<file path="src/rtl/rat_pkg.sv">
// Constants shared across the RAT MCU datapath, plus the call-stack operation decode type.
package rat_pkg;

    localparam int unsigned PC_WIDTH         = 10;
    localparam int unsigned STACK_DEPTH_LOG2 = 8;
    localparam logic [PC_WIDTH-1:0] PC_IRQ_VECTOR = 10'h3FF;

    // One decoded action per clock edge; error cases get their own codes so flag logic stays flat.
    typedef enum logic [2:0] {
        OpNone,
        OpLoad,
        OpPush,
        OpPop,
        OpReplace,
        OpOvf,
        OpUnf
    } stack_op_e;

endpackage

</file>
<file path="src/rtl/pc_stack_if.sv">
// Control/status bundle between the RAT control unit (master) and the call stack (slave).
interface pc_stack_if
    import rat_pkg::*;
#(
    parameter int unsigned Width     = PC_WIDTH,
    parameter int unsigned DepthLog2 = STACK_DEPTH_LOG2
);

    logic                 push;
    logic                 pop;
    logic [Width-1:0]     din;
    logic                 sp_ld;
    logic [DepthLog2-1:0] sp_din;
    logic [Width-1:0]     from_stack;
    logic [DepthLog2-1:0] sp_out;
    logic                 full;
    logic                 empty;
    logic                 ovf;
    logic                 unf;

    modport master (
        output push, pop, din, sp_ld, sp_din,
        input  from_stack, sp_out, full, empty, ovf, unf
    );

    modport slave (
        input  push, pop, din, sp_ld, sp_din,
        output from_stack, sp_out, full, empty, ovf, unf
    );

endinterface

</file>
<file path="src/rtl/pc_stack_ram.sv">
// Stack storage: synchronous write, asynchronous read so the top entry is visible with no latency.
module pc_stack_ram #(
    parameter int unsigned Width     = 10,
    parameter int unsigned DepthLog2 = 8
) (
    input  logic                 clk_i,
    input  logic                 we_i,
    input  logic [DepthLog2-1:0] waddr_i,
    input  logic [Width-1:0]     wdata_i,
    input  logic [DepthLog2-1:0] raddr_i,
    output logic [Width-1:0]     rdata_o
);

    localparam int unsigned Depth = 2 ** DepthLog2;

    logic [Width-1:0] mem_q [Depth];

    // Contents survive reset; only the pointer and occupancy are cleared.
    always_ff @(posedge clk_i) begin
        if (we_i) begin
            mem_q[waddr_i] <= wdata_i;
        end
    end

    assign rdata_o = mem_q[raddr_i];

endmodule

</file>
<file path="src/rtl/pc_stack.sv">
// Hardware call/return stack: down-growing SP, occupancy count, sticky overflow/underflow flags.
module pc_stack
    import rat_pkg::*;
#(
    parameter int unsigned Width     = PC_WIDTH,
    parameter int unsigned DepthLog2 = STACK_DEPTH_LOG2
) (
    input  logic       clk_i,
    input  logic       rst_i,
    pc_stack_if.slave  bus
);

    localparam int unsigned CntW = DepthLog2 + 1;

    typedef logic [DepthLog2-1:0] sp_t;
    typedef logic [CntW-1:0]      cnt_t;

    localparam cnt_t CntFull = cnt_t'(2 ** DepthLog2);
    localparam cnt_t CntOne  = cnt_t'(1);
    localparam sp_t  SpOne   = sp_t'(1);

    sp_t       sp_q, sp_d;
    cnt_t      cnt_q, cnt_d;
    logic      ovf_q, ovf_d;
    logic      unf_q, unf_d;
    logic      full, empty;
    logic      ram_we;
    sp_t       ram_waddr;
    stack_op_e op;

    assign full  = (cnt_q == CntFull);
    assign empty = (cnt_q == '0);

    // Empty check precedes the push/pop pairing so PUSH+POP on empty counts as an underflow.
    always_comb begin
        op = OpNone;
        if (bus.sp_ld) begin
            op = OpLoad;
        end else if (bus.pop && empty) begin
            op = OpUnf;
        end else if (bus.push && bus.pop) begin
            op = OpReplace;
        end else if (bus.push && full) begin
            op = OpOvf;
        end else if (bus.push) begin
            op = OpPush;
        end else if (bus.pop) begin
            op = OpPop;
        end
    end

    always_comb begin
        sp_d      = sp_q;
        cnt_d     = cnt_q;
        ovf_d     = ovf_q;
        unf_d     = unf_q;
        ram_we    = 1'b0;
        ram_waddr = sp_q - SpOne;
        unique case (op)
            OpLoad: begin
                sp_d  = bus.sp_din;
                // Occupancy implied by a loaded SP; SP=0 is taken as an empty stack.
                cnt_d = (bus.sp_din == '0) ? '0 : CntFull - cnt_t'(bus.sp_din);
            end
            OpPush: begin
                ram_we = 1'b1;
                sp_d   = sp_q - SpOne;
                cnt_d  = cnt_q + CntOne;
            end
            OpPop: begin
                sp_d  = sp_q + SpOne;
                cnt_d = cnt_q - CntOne;
            end
            OpReplace: begin
                ram_we    = 1'b1;
                ram_waddr = sp_q;
            end
            OpOvf:   ovf_d = 1'b1;
            OpUnf:   unf_d = 1'b1;
            OpNone:  ;
            default: ;
        endcase
        if (rst_i) begin
            ram_we = 1'b0;
        end
    end

    always_ff @(posedge clk_i) begin
        if (rst_i) begin
            sp_q  <= '0;
            cnt_q <= '0;
            ovf_q <= 1'b0;
            unf_q <= 1'b0;
        end else begin
            sp_q  <= sp_d;
            cnt_q <= cnt_d;
            ovf_q <= ovf_d;
            unf_q <= unf_d;
        end
    end

    pc_stack_ram #(
        .Width     (Width),
        .DepthLog2 (DepthLog2)
    ) u_ram (
        .clk_i   (clk_i),
        .we_i    (ram_we),
        .waddr_i (ram_waddr),
        .wdata_i (bus.din),
        .raddr_i (sp_q),
        .rdata_o (bus.from_stack)
    );

    assign bus.sp_out = sp_q;
    assign bus.full   = full;
    assign bus.empty  = empty;
    assign bus.ovf    = ovf_q;
    assign bus.unf    = unf_q;

endmodule
</file>
<file path="src/flat_wrapper.sv">
// flat-port wrapper written by rule: the top's interface ports become plain ports
module pc_stack_flat import rat_pkg::*;
#(
    parameter int unsigned Width     = PC_WIDTH,
    parameter int unsigned DepthLog2 = STACK_DEPTH_LOG2
)
  (clk_i, rst_i, bus_push, bus_pop, bus_din, bus_sp_ld, bus_sp_din, bus_from_stack, bus_sp_out, bus_full, bus_empty, bus_ovf, bus_unf);
  pc_stack_if #(.Width(Width), .DepthLog2(DepthLog2)) bus_i ();
  input  logic clk_i;
  input  logic rst_i;
  input wire logic [$bits(bus_i.push)-1:0] bus_push;
  input wire logic [$bits(bus_i.pop)-1:0] bus_pop;
  input wire logic [$bits(bus_i.din)-1:0] bus_din;
  input wire logic [$bits(bus_i.sp_ld)-1:0] bus_sp_ld;
  input wire logic [$bits(bus_i.sp_din)-1:0] bus_sp_din;
  output wire logic [$bits(bus_i.from_stack)-1:0] bus_from_stack;
  output wire logic [$bits(bus_i.sp_out)-1:0] bus_sp_out;
  output wire logic [$bits(bus_i.full)-1:0] bus_full;
  output wire logic [$bits(bus_i.empty)-1:0] bus_empty;
  output wire logic [$bits(bus_i.ovf)-1:0] bus_ovf;
  output wire logic [$bits(bus_i.unf)-1:0] bus_unf;
  assign bus_i.push = bus_push;
  assign bus_i.pop = bus_pop;
  assign bus_i.din = bus_din;
  assign bus_i.sp_ld = bus_sp_ld;
  assign bus_i.sp_din = bus_sp_din;
  assign bus_from_stack = bus_i.from_stack;
  assign bus_sp_out = bus_i.sp_out;
  assign bus_full = bus_i.full;
  assign bus_empty = bus_i.empty;
  assign bus_ovf = bus_i.ovf;
  assign bus_unf = bus_i.unf;
  pc_stack #(.Width(Width), .DepthLog2(DepthLog2)) u_core (.clk_i(clk_i), .rst_i(rst_i), .bus(bus_i));
endmodule
</file>
<file path="config.mk">
export PLATFORM = sky130hd
export DESIGN_NAME = pc_stack_flat
export DESIGN_NICKNAME = d
export VERILOG_FILES = /design/src/rtl/rat_pkg.sv /design/src/rtl/pc_stack_if.sv /design/src/rtl/pc_stack_ram.sv /design/src/rtl/pc_stack.sv /design/src/flat_wrapper.sv
export SDC_FILE = /design/constraint.sdc
export NUM_CORES = 2
export LEC_CHECK = 0
export CELL_PAD_IN_SITES_DETAIL_PLACEMENT = 0
export CELL_PAD_IN_SITES_GLOBAL_PLACEMENT = 1
export CORE_ASPECT_RATIO = 1.4
export CORE_MARGIN = 2
export CORE_UTILIZATION = 42
export DETAILED_ROUTE_END_ITERATION = 10
export GPL_ROUTABILITY_DRIVEN = 0
export PLACE_DENSITY_LB_ADDON = 0.25
export SETUP_SLACK_MARGIN = 0.02
export SKIP_CTS_REPAIR_TIMING = 1
export SLEW_MARGIN = 20
export SYNTH_ARGS = -nofsm -noshare
export SYNTH_HDL_FRONTEND = slang
export SYNTH_SLANG_ARGS = --single-unit
</file>
<file path="constraint.sdc">
create_clock -name clk_i -period 4.75 [get_ports clk_i]
set_input_delay 0.95 -clock clk_i [delete_from_list [all_inputs] [get_ports clk_i]]
set_output_delay 0.95 -clock clk_i [all_outputs]
set_load 0.005 [all_outputs]
</file>
* Word level (Yosys, flattened, before mapping)
Memory sizes are Yosys's and may differ from the RTL's. A register that Yosys moved wholly into a read port is not among the register bits. Index checks and enable logic that the tools add are counted.
Word-level totals: register bits 19, bits in latches 0, bits in writable memories 2560, memory bits (read-only) 0, input bits 23, memories 1
Operators by class: $add $sub $neg 5, $mul 0, divide/modulo/power cells 0, order comparisons 0, equal/unequal tests 7, shifts and indexed selects 0, multiplexer cells 16, bitwise operators 0, reductions and logical operators 7
Memory list:
- u_core.u_ram.mem_q | words 256, width 10, read ports 1, clocked after memory_dff 1, write ports 1, RTL line pc_stack_ram.sv:16 | logic [Width-1:0] mem_q [Depth];
Operator list (count):
- $pmux 9 s3 | 1
- $mux 8 | 3
- $pmux 8 s3 | 1
- $mux 3 | 5
- $add 9x1->9 const B | 1
- $eq 3x3->1 const B | 3
- $eq 9x9->1 const B | 1
- $logic_not 9->1 | 1
- $mux 9 | 1
- $sub 9x1->9 const B | 1
- $sub 9x8->9 const A | 1
- $add 8x1->8 const B | 1
- $logic_not 8->1 | 1
- $sub 8x1->8 const B | 1
- $eq 3x2->1 const B | 2
- $mux 1 | 4
- $eq 3x1->1 const B | 1
- $logic_and 1x1->1 | 3
- $reduce_bool 3->1 | 1
- $mux 2 | 1
- $reduce_or 2->1 | 1

* Logic depth before layout (Yosys ltp)
depth in word-level cells 12, mapped depth 12, gate-level depth less buffers 11

* Cells and area by module
Synthesis repeated with hierarchy kept, for this count alone.
Unflattened totals: cell total of the unflattened synthesis 4884, area, all modules 101030.6 um^2
Modules (own cells, without submodules):
- pc_stack_ram | times used 1, cells each 4632, area an instance 99053.8 um^2, sequential area each 76873.7 um^2
- pc_stack | times used 1, cells each 252, area an instance 1976.9 um^2, sequential area each 380.4 um^2

* Worst setup path after synthesis
No wires, ideal clock.
kind input port to flip-flop, start in bus_pop, end mem u_core.u_ram.mem_q[159][0] (enable), setup time 0.390 ns, arrival 3.378 ns, required time 4.360 ns, path slack 0.982 ns, stages on the path 10, path buffers 4, cells stage by stage clkbuf_1 and3b_1 o31a_1 buf_6 clkbuf_1 o21ai_0 o41ai_2 nand3_1 buf_2 nor3_1
Between the ends: word-level cells in the longest chain between the ends 12
RTL lines:
- from (decl) | RTL line flat_wrapper.sv:12 | input wire logic [$bits(bus_i.pop)-1:0] bus_pop;
- $mux 2 | RTL line pc_stack.sv:47 | end else if (bus.pop) begin
- $mux 3 | RTL line pc_stack.sv:45 | end else if (bus.push) begin
- $mux 3 | RTL line pc_stack.sv:43 | end else if (bus.push && full) begin
- $mux 3 | RTL line pc_stack.sv:41 | end else if (bus.push && bus.pop) begin
- $mux 3 * | RTL line pc_stack.sv:39 | end else if (bus.pop && empty) begin
- $mux 3 * | RTL line pc_stack.sv:37 | if (bus.sp_ld) begin
- $eq 3x2->1 / $eq 3x3->1 (equally long branches) | RTL line pc_stack.sv:59 | unique case (op)
- $reduce_or 2->1 (no source line)
- $mux 1 | RTL line pc_stack.sv:59
- $mux 1 | RTL line pc_stack.sv:83 | if (rst_i) begin
- $mux 1 | RTL line pc_stack_ram.sv:20 | if (we_i) begin
- $mux 1 (implied by the code) | RTL line pc_stack_ram.sv:21 | mem_q[waddr_i] <= wdata_i;
- to (decl) | RTL line pc_stack_ram.sv:16
Mark *: on every way between the ends. The rest lies on a longest branch, timed or not.

==> metrics.cfg <==
[run_status]
status = finished with violations
violations = setup timing

[sta]
finalSetupViolations = 7
period_minus_slack_ps = 4850
rsz0062_at_grt = true
finalSetupTns_ps = -398
max_freq_ghz = 0.206
setup_ws_ps = -100
worstMarginPinSlew_ps = 1190
fin_crit_sh_pct = 102
hold_viol_final = 0
slew_headroom_pct = 20.4
fin_skew_ps = 50.4
finalMaxSlewViolations = 0
whs_ps = 477

[cts]
insertion_delay_ps = 910
cts_tree = done
clk_path_buf_depth = 4
numCtsBuffers = 240
cts.sinks = 2587
cts-htree-levels = 4
cts-root-buf = clkbuf_16
cts.clk_slew.worst_paths_ps = 60

[global_routing]
grt_use_total_pct = 22.4
grt_pass1_vias = 51700
antenna_found_initial = 10
grt_max_degree = 137
grt_pass1_wl_um = 387000
grt_overflow = 0

[power_and_ir_drop]
peakVddDrop_mv = 0.302
leakage_uw = 0.0377
cellPowerDensity_mw_per_mm2 = 406

[run]
maxCapViolCount = 0

[critical_path]
arrival_ps = 3900
crit_fanout = 9
cpPeakStageDelay_ps = 600
critPathKind = reg2out
crit_chain = buf_12 -> or3b_4 -> buf_12 -> buf_6 -> o221ai_4 -> a211oi_1 -> a21oi_1 -> buf_4 -> a31oi_4 -> nor4_4 -> clkbuf_16 -> buf_6
required_ps = 3800
critPathSlowestCell = nor4_4
critPathLaunchType = flop
crit_path_end_kind = output port

[route]
via_per_inst = 5.83
dr.pass1.iters = 5
wl_per_cell_um = 32.0
ant_nets = 0
drc = 0
drt_wl_total_um = 281000
vias = 51100
drt-initial-drc-count = 5158

[synth]
ys_types = 79
syn_inst = 4675
synth_compound_area_share_pct = 3.85
syn_nets = 4709
synth_area_mm2 = 0.0999
synth_edf_count = 2560
synthArstFlopShare_pct = 0
synthFlopType = edfxtp_1
synth.avg_cell_area_um2 = 21.4
synthMuxAreaShare_pct = 14.6
synth_top_family_by_area = multiplexers
yosysWarnings = 0
ys_seq_area_share_pct = 77.5
synthXorXnorAreaFrac_pct = 0.0965
synth_simple_gate_area_share_pct = 2.46
synthAdderAreaFrac_pct = 0.145
ys_ff_latch = 2587

[final_layout]
utilization_pct = 50.9
drive_gt1_share_pct = 36.1
area_growth_pct = 20.3
nets = 5520

[min_path]
hp-class = reg2reg

[place]
dp_hpwl_um = 181000
pre_cts_ws_ps = -523
port_buffers = 44

[floorplan]
die_y_um = 581
dieArea_mm2 = 0.242
num_rows = 211
initial_core_util_pct = 42.3
die_x_um = 416
coreArea_mm2 = 0.236
io_pins = 45

==> cells in the mapped netlist (27+ instances only) <==
library cell / instances / area, um^2
a22oi_1: 64 / 480
dfxtp_1: 27 / 541
nand2_1: 59 / 221
nor3_1: 53 / 265
a21oi_1: 59 / 295
mux4_2: 606 / 13600
clkbuf_1: 154 / 578
nor2_1: 295 / 1110
a31oi_1: 30 / 188
o22ai_1: 135 / 845
mux2i_1: 85 / 851
buf_2: 83 / 415
a22o_1: 54 / 473
edfxtp_1: 2560 / 76900
nand3_1: 39 / 195
a221oi_1: 35 / 307
a211oi_1: 52 / 390
==> where the power goes <==
part / total [uW] / switching (uW) / internal (uW)
clock: 18900 / 8280 / 10600
combinational: 4780 / 2780 / 2000
sequential: 25200 / 45.2 / 25100
==> worst max-delay path: cells and delay by family, from the launching register on <==
kind / cells / cell delay [ps]
compound gates: 4 / 530
flops: 1 / 420
buf+inv: 6 / 1020
simple gates: 2 / 1020
==> cells by family (layout without fill, tap and decap cells) <==
group,count (synthesis),after routing
adder cells (fa/ha/maj),11,11
AND/OR/NAND/NOR,537,537
multiplexers,701,701
buffers and inverters,298,1298
XOR/XNOR,11,11
other,0,5
flip-flops,2587,2587
AO/OA/AOI/OAI,530,530
==> placed cells by master, fill, tap and decap left out, types with 13 or more instances in the layout <==
cell	n
a21oi_1	47
clkinv_2	47
o22ai_1	101
nor3_2	17
buf_8	18
mux4_2	606
a211oi_1	26
a211oi_2	17
nand3_1	27
a22o_1	50
nor2_1	274
nor3_1	30
a22oi_2	13
o22ai_2	20
edfxtp_1	2560
inv_1	15
buf_6	47
a22oi_1	51
buf_4	649
a221oi_2	23
bufinv_16	23
buf_12	77
a31oi_4	15
clkdlybuf4s50_1	24
clkbuf_16	264
clkinv_1	59
o22ai_4	15
nand2_1	55
clkbuf_1	37
nor2_2	18
o21ai_0	17
dfxtp_1	25
mux2i_1	82
==> sequential cells by signal, summed over array words and instances, names as in the netlist, named ones only <==
register / cells
u_core.bus.ovf: 1
u_core.u_ram.mem_q: 2560
u_core.cnt_q: 9
u_core.bus.unf: 1
u_core.bus.sp_out: 8
==> worst paths after layout <==
path	from	end	slack (ps)	depth (start not counted)
min reg2reg	u_core.bus.ovf$_SDFFE_PP0N_	u_core.bus.ovf$_SDFFE_PP0N_	480	2
max	flop	bus_from_stack[3]	-100	12
max reg2reg	u_core.bus.sp_out[1]$_SDFFE_PP0N_	u_core.u_ram.mem_q[197][6]$_DFFE_PP_	450	9
min	u_core.bus.ovf$_SDFFE_PP0N_	u_core.bus.ovf$_SDFFE_PP0N_	480	2
==> area by class of cell <==
| cell class | count | area [um^2] |
|---|---|---|
| Timing Repair Buffer | 849 | 8250 |
| Inverter | 18 | 67.6 |
| Clock inverter | 149 | 1320 |
| Multi-Input combinational cell | 1790 | 23000 |
| Antenna cell | 5 | 12.5 |
| Fill cell | 18600 | 116000 |
| Sequential cell | 2587 | 77400 |
| Tap cell | 3088 | 3860 |
| Clock buffer | 282 | 6270 |
==> through the flow <==
stage | cells | power (uW) | instance area, um^2
final | 8768 | 48800 | 120000
after global routing | 8764 | 50200 | 120000
after CTS | 8634 | 48600 | 117000
after detailed placement | 8203 | 29900 | 109000
after global placement | 8203 | 29800 | 109000
after floorplan | 4675 | 27600 | 99900
==> layer usage <==
metal	wire length, um	track usage (%)
met3	15800	2.99
met2	146000	39.7
met4	14000	9.26
met5	13	0
met1	105000	27.7
No activity file was read; power rests on OpenSTA's default activity.
